<file path="src/rtl/multicycle_control_fsm_pkg.sv">
`default_nettype none
// +--------------------------------------------------------------------------+
// | Package : multicycle_pkg                                                 |
// | Purpose : Shared types and encodings for the multi-cycle RV32I control   |
// |           FSM: state enum, opcode constants, ALU operand/op selects,     |
// |           decoded opcode class and the bundled control-output word.      |
// | Rev     : 1.0  initial release                                           |
// +--------------------------------------------------------------------------+
package multicycle_pkg;

  typedef enum logic [2:0] {
    S_IF   = 3'd0,
    S_ID   = 3'd1,
    S_EX   = 3'd2,
    S_MEM  = 3'd3,
    S_WB   = 3'd4,
    S_HALT = 3'd5
  } state_t;

  localparam logic [6:0] OP_R      = 7'b0110011;
  localparam logic [6:0] OP_IMM    = 7'b0010011;
  localparam logic [6:0] OP_LOAD   = 7'b0000011;
  localparam logic [6:0] OP_STORE  = 7'b0100011;
  localparam logic [6:0] OP_BRANCH = 7'b1100011;
  localparam logic [6:0] OP_JAL    = 7'b1101111;
  localparam logic [6:0] OP_JALR   = 7'b1100111;
  localparam logic [6:0] OP_LUI    = 7'b0110111;
  localparam logic [6:0] OP_AUIPC  = 7'b0010111;
  localparam logic [6:0] OP_ECALL  = 7'b1110011;

  localparam logic [1:0] SRCA_PC    = 2'd0;
  localparam logic [1:0] SRCA_OLDPC = 2'd1;
  localparam logic [1:0] SRCA_RS1   = 2'd2;

  localparam logic [1:0] SRCB_RS2  = 2'd0;
  localparam logic [1:0] SRCB_FOUR = 2'd1;
  localparam logic [1:0] SRCB_IMM  = 2'd2;

  localparam logic [1:0] ALUC_ADD   = 2'd0;
  localparam logic [1:0] ALUC_FUNCT = 2'd1;
  localparam logic [1:0] ALUC_CMP   = 2'd2;

  // One-hot instruction class; exactly one field is set for any opcode.
  typedef struct packed {
    logic alu_r;
    logic alu_i;
    logic load;
    logic store;
    logic branch;
    logic jal;
    logic jalr;
    logic lui;
    logic auipc;
    logic ecall;
    logic illegal;
  } op_class_t;

  // All datapath controls; the all-zero value is the idle/quiescent word.
  typedef struct packed {
    logic       pc_write;
    logic       pc_write_cond;
    logic       pc_source;
    logic       i_or_d;
    logic       mem_read;
    logic       mem_write;
    logic       ir_write;
    logic       mem_to_reg;
    logic       reg_write;
    logic [1:0] alu_src_a;
    logic [1:0] alu_src_b;
    logic [1:0] alu_ctrl;
    logic       is_halted;
    logic       illegal_inst;
  } ctrl_out_t;

endpackage
`default_nettype wire

</file>
<file path="src/rtl/multicycle_control_fsm_decoder.sv">
`default_nettype none
// +--------------------------------------------------------------------------+
// | Module  : opcode_class_decoder                                           |
// | Purpose : Combinational RV32I opcode -> one-hot instruction class.       |
// | Ports   : opcode   in  7   IR[6:0]                                       |
// |           op_class out 11  one-hot class, illegal for unknown opcodes    |
// | Rev     : 1.0  initial release                                           |
// +--------------------------------------------------------------------------+
module opcode_class_decoder
  import multicycle_pkg::*;
(
  input  logic [6:0] opcode,
  output op_class_t  op_class
);

  always_comb begin
    op_class = '0;
    case (opcode)
      OP_R:      op_class.alu_r   = 1'b1;
      OP_IMM:    op_class.alu_i   = 1'b1;
      OP_LOAD:   op_class.load    = 1'b1;
      OP_STORE:  op_class.store   = 1'b1;
      OP_BRANCH: op_class.branch  = 1'b1;
      OP_JAL:    op_class.jal     = 1'b1;
      OP_JALR:   op_class.jalr    = 1'b1;
      OP_LUI:    op_class.lui     = 1'b1;
      OP_AUIPC:  op_class.auipc   = 1'b1;
      OP_ECALL:  op_class.ecall   = 1'b1;
      default:   op_class.illegal = 1'b1;
    endcase
  end

endmodule
`default_nettype wire

</file>
<file path="config.mk">
export PLATFORM = sky130hd
export DESIGN_NAME = opcode_class_decoder
export DESIGN_NICKNAME = d
export VERILOG_FILES = /design/src/rtl/multicycle_control_fsm_pkg.sv /design/src/rtl/multicycle_control_fsm_decoder.sv
export SDC_FILE = /design/constraint.sdc
export NUM_CORES = 1
export LEC_CHECK = 0
export BUFFER_PORTS_ARGS = -buffer_cell sky130_fd_sc_hd__buf_2
export CAP_MARGIN = 40
export CORE_AREA = 4 4 41 43
export DETAILED_ROUTE_END_ITERATION = 16
export DIE_AREA = 0 0 45 47
export SLEW_MARGIN = 20
export SYNTH_ARGS = -nofsm -noshare
export SYNTH_HDL_FRONTEND = slang
export SYNTH_SLANG_ARGS = --single-unit
</file>
<file path="constraint.sdc">
create_clock -name vclk -period 1.7
set_clock_uncertainty 0.1 [all_clocks]
set_input_delay 0.34 -clock vclk [all_inputs]
set_output_delay 0.34 -clock vclk [all_outputs]
set_load 0.005 [all_outputs]
</file>
==> metrics.cfg, run 1 <==
[final_layout]
fin_cells=60
clock_buffers=0
design.seq.count=0
final_net_count=54
area_growth_pct=101
register_area_um2=0
nFillCells=153
multiInputGateArea_um2=158
antenna_cells=0
drive_above_1_share_pct=62.2

[setup_path]
setup.worst_path.end_class=output port
crit_end=op_class[7]
path_buf_inv=2
critPathLaunch=opcode[4]
worstSetupPathDepth=4
path_cells=buf_6, or4_4, nor3b_2, buf_2
slowest_delay_ns=0.54
worst-path-max-fanout=3
cpLargestDelayFamily=simple AND/OR/NAND/NOR gates
start_kind=primary input
arrival_ns=1.27
slowest_stage=or4_4
cp_data_required_time_ns=1.26
criticalPathCategory=primary input to output port

[place]
place_ws_ns=-0.0517
hpwl_um=493
numPortBuffers=18
dp_cells=60
place_congestion=0.796

[route]
dr_total_vias=252
dr.pass1.iters=2
ant_nets=0
wl_per_cell_um=9.33
wirelength_um=560
drc=0
vias_per_cell=4.20
drt_iter0_drc=1

[synthesis]
yosysSeqAreaShare_pct=0
syn_nets=30
yosysUniqueCellTypes=17
ys_top_cells_by_area=nor3_1 9.5%, nor2_1 9.5%, nor4b_2 9.5%, nor3b_2 7.9%, or4_4 7.1%
synth_top_area_share_pct=9.52
synth_most_common_cell=nor2_1
synthCells=23
syn_area_um2=158
yosysTopAreaCell=nor3_1
synth.avg_cell_area_um2=6.85
synth_common_cells=4 x nor2_1, 3 x nor3_1, 2 x nand2_1
yosys_warnings=0

[clock_tree]
cts_hold_buf=0
postCtsSetupRepairBufs=0

[global_route]
antenna_found_initial=0
grt.total_usage_pct=4.88
grt_overflow_total=0
grt_pass1_wl_um=841
grt_pass1_vias=200
grt_max_degree=9

[floorplanning]
die_h_um=47
rows=13
pin_count=18
fp.dieW_um=45
die_area_um2=2120
start_util_pct=12.1
core_um2=1300

[sta]
slew_headroom_pct=85.0
rsz0062_at_grt=yes
setup_ws_ns=-0.00541
hold_violations=0
drv_slew=0
clock.fmax_mhz=586
setup_viol=1
period_minus_slack_ns=1.71
tightestPinTransition_ns=0.222
fin_crit_sh_pct=100
fin_tns_setup_ns=-0.00541

[power_and_ir_drop]
p_per_area_nw_per_um2=141
p_total_uw=44.7
leakage_uw=0.000149
vdd_drop_max_mv=0.0604

[flow_run]
max_cap_viol_count=0

[worst_hold_path]
hp-class=primary input to output port

[run_status]
violations=negative setup slack
status=complete, but fails checks

==> placed cells by master, fill, tap and decap left out <==
cell type / n
nor3b_1: 1
nand2_1: 2
or3_4: 1
and4_1: 1
nand4b_1: 1
buf_4: 5
or4_4: 1
nor2_1: 4
nand3_1: 1
nor4b_1: 1
buf_6: 2
and2b_2: 1
nor4b_2: 1
buf_2: 16
nor3b_2: 1
nor3_1: 3
o311ai_1: 1
nand3b_1: 1
nor2b_1: 1
==> timing repair <==
item	4_1_cts	5_1_grt
cloned	0	0
endpoints found under the setup margin	3	3
gates resized for setup	3	1
pin swaps	2	0
==> where the power goes <==
group | internal (uW) | switching, uW | total, uW
Sequential | 0 | 0 | 0
Clock | 0 | 0 | 0
Combinational | 24.2 | 20.5 | 44.7
Total | 24.2 | 20.5 | 44.7
==> cell families after synthesis <==
group	count (synthesis)	share of synthesized area [%]
compound gates	1	5.56
buf+inv	1	3.17
simple gates	21	91.3
==> worst min path at each step <==
| stage | start | end | slack [ns] | cells past startpoint |
|---|---|---|---|---|
| 2_1_floorplan | opcode[5] | op_class[9] | 0.61 | 1 |
| 3_3_place_gp | opcode[5] | op_class[8] | 0.91 | 3 |
| 3_5_place_dp | opcode[5] | op_class[8] | 0.91 | 3 |
| 4_1_cts | opcode[5] | op_class[8] | 0.91 | 3 |
| 5_1_grt | opcode[5] | op_class[8] | 0.93 | 3 |
| 6_report | opcode[5] | op_class[8] | 0.91 | 3 |
==> layout make-up <==
class                      count  area share, %
tap                           15           5.93
timing repair buffer          23           44.3
multi-input combinational     22           49.8
==> per-stage QoR <==
stage,util [%],hold slack [ns],cell area [um2]
floorplan,-,0.606,158
CTS,23.9,0.911,312
finish,24.3,0.914,317
detailed placement,23.0,0.910,299
global placement,23.0,0.912,299
global route,24.3,0.932,317
==> layer usage <==
| metal | track usage, % | wire, um | vias up |
|---|---|---|---|
| li1 | - | - | 135 |
| met4 | 0 | 0 | 0 |
| met1 | 7.19 | 251 | 107 |
| met5 | 0 | 0 | - |
| met2 | 7.91 | 234 | 10 |
| met3 | 0.766 | 74 | 0 |
(Power assumes the default switching activity.)
==> inputs of run 2 (changes only) <==
clock period = 1.5 ns   (was 1.7 ns; I/O delays follow)
==> run 2 against run 1 <==
Compared with the run above:
- the flow still finishes with violations (negative setup slack)
- cell count up 8.3%
- critical path depth unchanged
- global-route usage up 1.5 points
- setup slack worse by 0.12 ns
- clock-buffer cell count unchanged
==> metrics.cfg, run 2 (same netlist as run 1, synthesis figures left out) <==
[sta]
setup_viol=6
fin_crit_sh_pct=108
setup_ws_ns=-0.124
fin_tns_setup_ns=-0.316
hold_violations=0
tightestPinTransition_ns=0.232
rsz0062_at_grt=yes
period_minus_slack_ns=1.62
clock.fmax_mhz=616
slew_headroom_pct=84.5
drv_slew=0

[final_layout]
final_common_cell=buf_2
final_net_count=59
antenna_cells=0
area_growth_pct=182
drive_above_1_share_pct=82.0
design.seq.count=0
most-common-layout-cells=12 x buf_2, 8 x buf_4, 6 x buf_6
register_area_um2=0
clock_buffers=0
final_util_pct=34.1

[route]
dr_total_vias=285
ant_nets=0
drt_iter0_drc=1
drc=0
wirelength_um=734
vias_per_cell=4.38
dr.pass1.iters=2
wl_per_cell_um=11.3

[power_and_ir_drop]
vdd_drop_max_mv=0.0837
p_per_area_nw_per_um2=184
leakage_uw=0.000201

[floorplanning]
pin_count=18
die_h_um=47
start_util_pct=12.1
fp.dieW_um=45
rows=13
core_um2=1300
die_area_um2=2120

[setup_path]
setup.worst_path.end_class=output port
start_kind=primary input
arrival_ns=1.22
criticalPathCategory=primary input to output port
worst-path-max-fanout=3
cp_data_required_time_ns=1.10

[flow_run]
max_cap_viol_count=0

[place]
hpwl_um=539
numPortBuffers=18
place_congestion=0.771

[worst_hold_path]
hp-class=primary input to output port
hold_path_depth=3
holdCritStartpoint=opcode[6]
holdPathEnd=op_class[8]

[global_route]
grt_overflow_total=0
grt_pass1_vias=272
antenna_found_initial=0
grt.total_usage_pct=6.37
grt_max_degree=9
grt_pass1_wl_um=1080

[run_status]
status=complete, but fails checks
violations=negative setup slack

-- run 2: changes by cell type in the layout (fill, tap and decap cells not counted), moves of 2 or more --
cell / change
buf_6: +4
nor3_2: +2
buf_4: +3
buf_2: -4
nor2_1: -2
nor3_1: -2
-- run 2: what timing repair did --
| item | CTS | global route |
|---|---|---|
| pin swaps | 8 | 4 |
| gates cloned | 0 | 0 |
| setup endpoints to repair | 8 | 9 |
| gates resized for setup | 12 | 12 |
| setup buffers | 0 | 1 |
| hold buffers | 0 | 0 |
-- run 2: routing by layer --
layer	track usage (%)	up-vias	wire length [um]
li1	-	143	-
met1	7.19	132	260
met2	13.8	10	418
met3	0	0	54
met4	0	0	0
met5	0	-	0
-- run 2: cell type report --
cell class,instances,area (um2)
Fill cell,150,857
Multi-Input combinational cell,22,215
Timing Repair Buffer,28,210
Tap cell,15,18.8
-- run 2: critical path, stage by stage --
cell and delay (ns):
buf_6 0.09, or4_4 0.55, nor3b_2 0.16, buf_2 0.13
-- run 2: metrics by stage --
stage | std cells | hold WS [ns] | setup slack (ns) | cell area (um2) | power (uW)
final | 65 | 0.850 | -0.124 | 444 | 81.8
after detailed placement | 64 | 0.844 | -0.162 | 329 | 54.9
after CTS | 64 | 0.850 | -0.132 | 383 | 67.9
after global routing | 65 | 0.865 | -0.168 | 444 | 88.4
after floorplan | 23 | 0.526 | 0.0694 | 158 | 17.8
after global placement | 64 | 0.839 | -0.147 | 329 | 54.4
-- run 2: how the worst max path moves through the flow --
| stage | start | end | depth (start not counted) |
|---|---|---|---|
| floorplan | opcode[4] | op_class[7] | 2 |
| global placement | opcode[2] | op_class[9] | 4 |
| detailed placement | opcode[4] | op_class[7] | 4 |
| CTS | opcode[4] | op_class[7] | 4 |
| global route | opcode[4] | op_class[7] | 4 |
| finish | opcode[4] | op_class[7] | 4 |
-- run 2: power breakdown --
group          switching (uW)  leakage [uW]  internal (uW)
Clock                       0             0              0
Combinational            34.7      0.000201           47.1
Sequential                  0             0              0
Total                    34.7      0.000201           47.1
==> inputs of run 3 (changes only) <==
GPL_TIMING_DRIVEN = 0   (was unset)
==> run 3 against run 2 <==
Compared with the run above:
- the run still ends with negative setup slack left
- flip-flop and latch count is the same
- first-iteration DRC count fell by 100%
- largest cell class unchanged
- worst hold slack worse by 0.0089 ns
- critical endpoint unchanged
==> metrics.cfg, run 3 (same netlist as run 1, synthesis figures left out) <==
[global_route]
use_met1_pct=6.07
grt_busiest_layer=met2
antenna_found_initial=0
grt_pass1_wl_um=1010
grt_pass1_vias=247
grt.total_usage_pct=6.22
grt_max_degree=9
grtUsageMet2_pct=14.1
met3_usage_pct=0.766
grt_overflow_total=0

[final_layout]
register_area_um2=0
final_common_cell=buf_2
nFillCells=158
antenna_cells=0
final_area_um2=363
drive_above_1_share_pct=68.2
area_growth_pct=130
clock_buffers=0
design.seq.count=0
most-common-layout-cells=12 x buf_2, 4 x nor2_1, 4 x buf_8, 4 x buf_4, 2 x nor3_1
final_net_count=53

[setup_path]
criticalPathCategory=primary input to output port
cp_data_required_time_ns=1.10
path_buf_inv=2
cpLargestDelayFamily=simple AND/OR/NAND/NOR gates
worst-path-max-fanout=3
slowest_stage=or4_4
start_kind=primary input
setup.worst_path.end_class=output port
path_cells=buf_8, or4_4, nor3b_2, buf_2
slowest_delay_ns=0.55
arrival_ns=1.25

[place]
place_congestion=0.771
numPortBuffers=17
placed_area_um2=262

[route]
vias_per_cell=4.42
drt_iter0_drc=0
dr.pass1.iters=1
ant_nets=0
dr_total_vias=261
wirelength_um=716
drc=0
wl_per_cell_um=12.1

[worst_hold_path]
hp-class=primary input to output port

[sta]
hold_slack_ns=0.841
rsz0062_at_grt=yes
drv_slew=0
hold_violations=0
clock.fmax_mhz=606
fin_crit_sh_pct=110
slew_headroom_pct=84.6
tightestPinTransition_ns=0.228
setup_ws_ns=-0.151
period_minus_slack_ns=1.65
setup_viol=4

[run_status]
violations=negative setup slack
status=complete, but fails checks

[floorplanning]
pin_count=18
fp.dieW_um=45
die_h_um=47
rows=13
die_area_um2=2120
start_util_pct=12.1
core_um2=1300

[power_and_ir_drop]
vdd_drop_max_mv=0.0754
p_total_uw=66.0
leakage_uw=0.000166
p_per_area_nw_per_um2=182

[flow_run]
max_cap_viol_count=0

[clock_tree]
cts_hold_buf=0

run 3: cell count changes in the layout (fill, tap and decap cells not counted), sizes merged:
cell and delta:
buf -6
run 3: area by class of cell:
cell class                      instances  area (um2)  share of cell area [%]
Buffer                                  1        5.00                    1.38
Timing Repair Buffer                   21         161                    44.5
Tap cell                               15        18.8                    5.17
Multi-Input combinational cell         22         178                    49.0
run 3: what timing repair did:
action / 4_1_cts / 5_1_grt
setup endpoints to repair: 8 / 7
gates resized for setup: 19 / 1
buffers inserted: 3 / 1
pin swaps: 6 / 2
endpoints found under the hold margin: 0 / 0
run 3: path summary, 6_finish.rpt:
path                  startpoint  cells past startpoint          end
worst min-delay path   opcode[5]                      3  op_class[8]
worst max-delay path   opcode[4]                      4  op_class[7]
run 3: per-layer routing:
| metal | share of wire, % | wire length (um) | vias to the layer above |
|---|---|---|---|
| met5 | 0 | 0 | - |
| met2 | 51 | 362 | 10 |
| met3 | 7.7 | 55 | 0 |
| met4 | 0 | 0 | 0 |
| met1 | 42 | 298 | 118 |
| li1 | - | - | 133 |
run 3: per-stage QoR:
| step | instances | setup slack (ns) | setup TNS, ns | util [%] |
|---|---|---|---|---|
| finish | 59 | -0.151 | -0.379 | 27.9 |
| global route | 59 | -0.193 | -0.668 | 27.9 |
| CTS | 58 | -0.149 | -0.438 | 26.9 |
| detailed placement | 55 | -0.199 | -0.803 | 20.1 |
| global placement | 55 | -0.189 | -0.757 | 20.1 |
| floorplan | 23 | 0.0694 | 0 | - |
run 3: where the power goes:
group | internal [uW] | total (uW) | switching, uW | leakage [uW]
Sequential | 0 | 0 | 0 | 0
Clock | 0 | 0 | 0 | 0
Combinational | 38.4 | 66.0 | 27.7 | 0.000166
Total | 38.4 | 66.0 | 27.7 | 0.000166
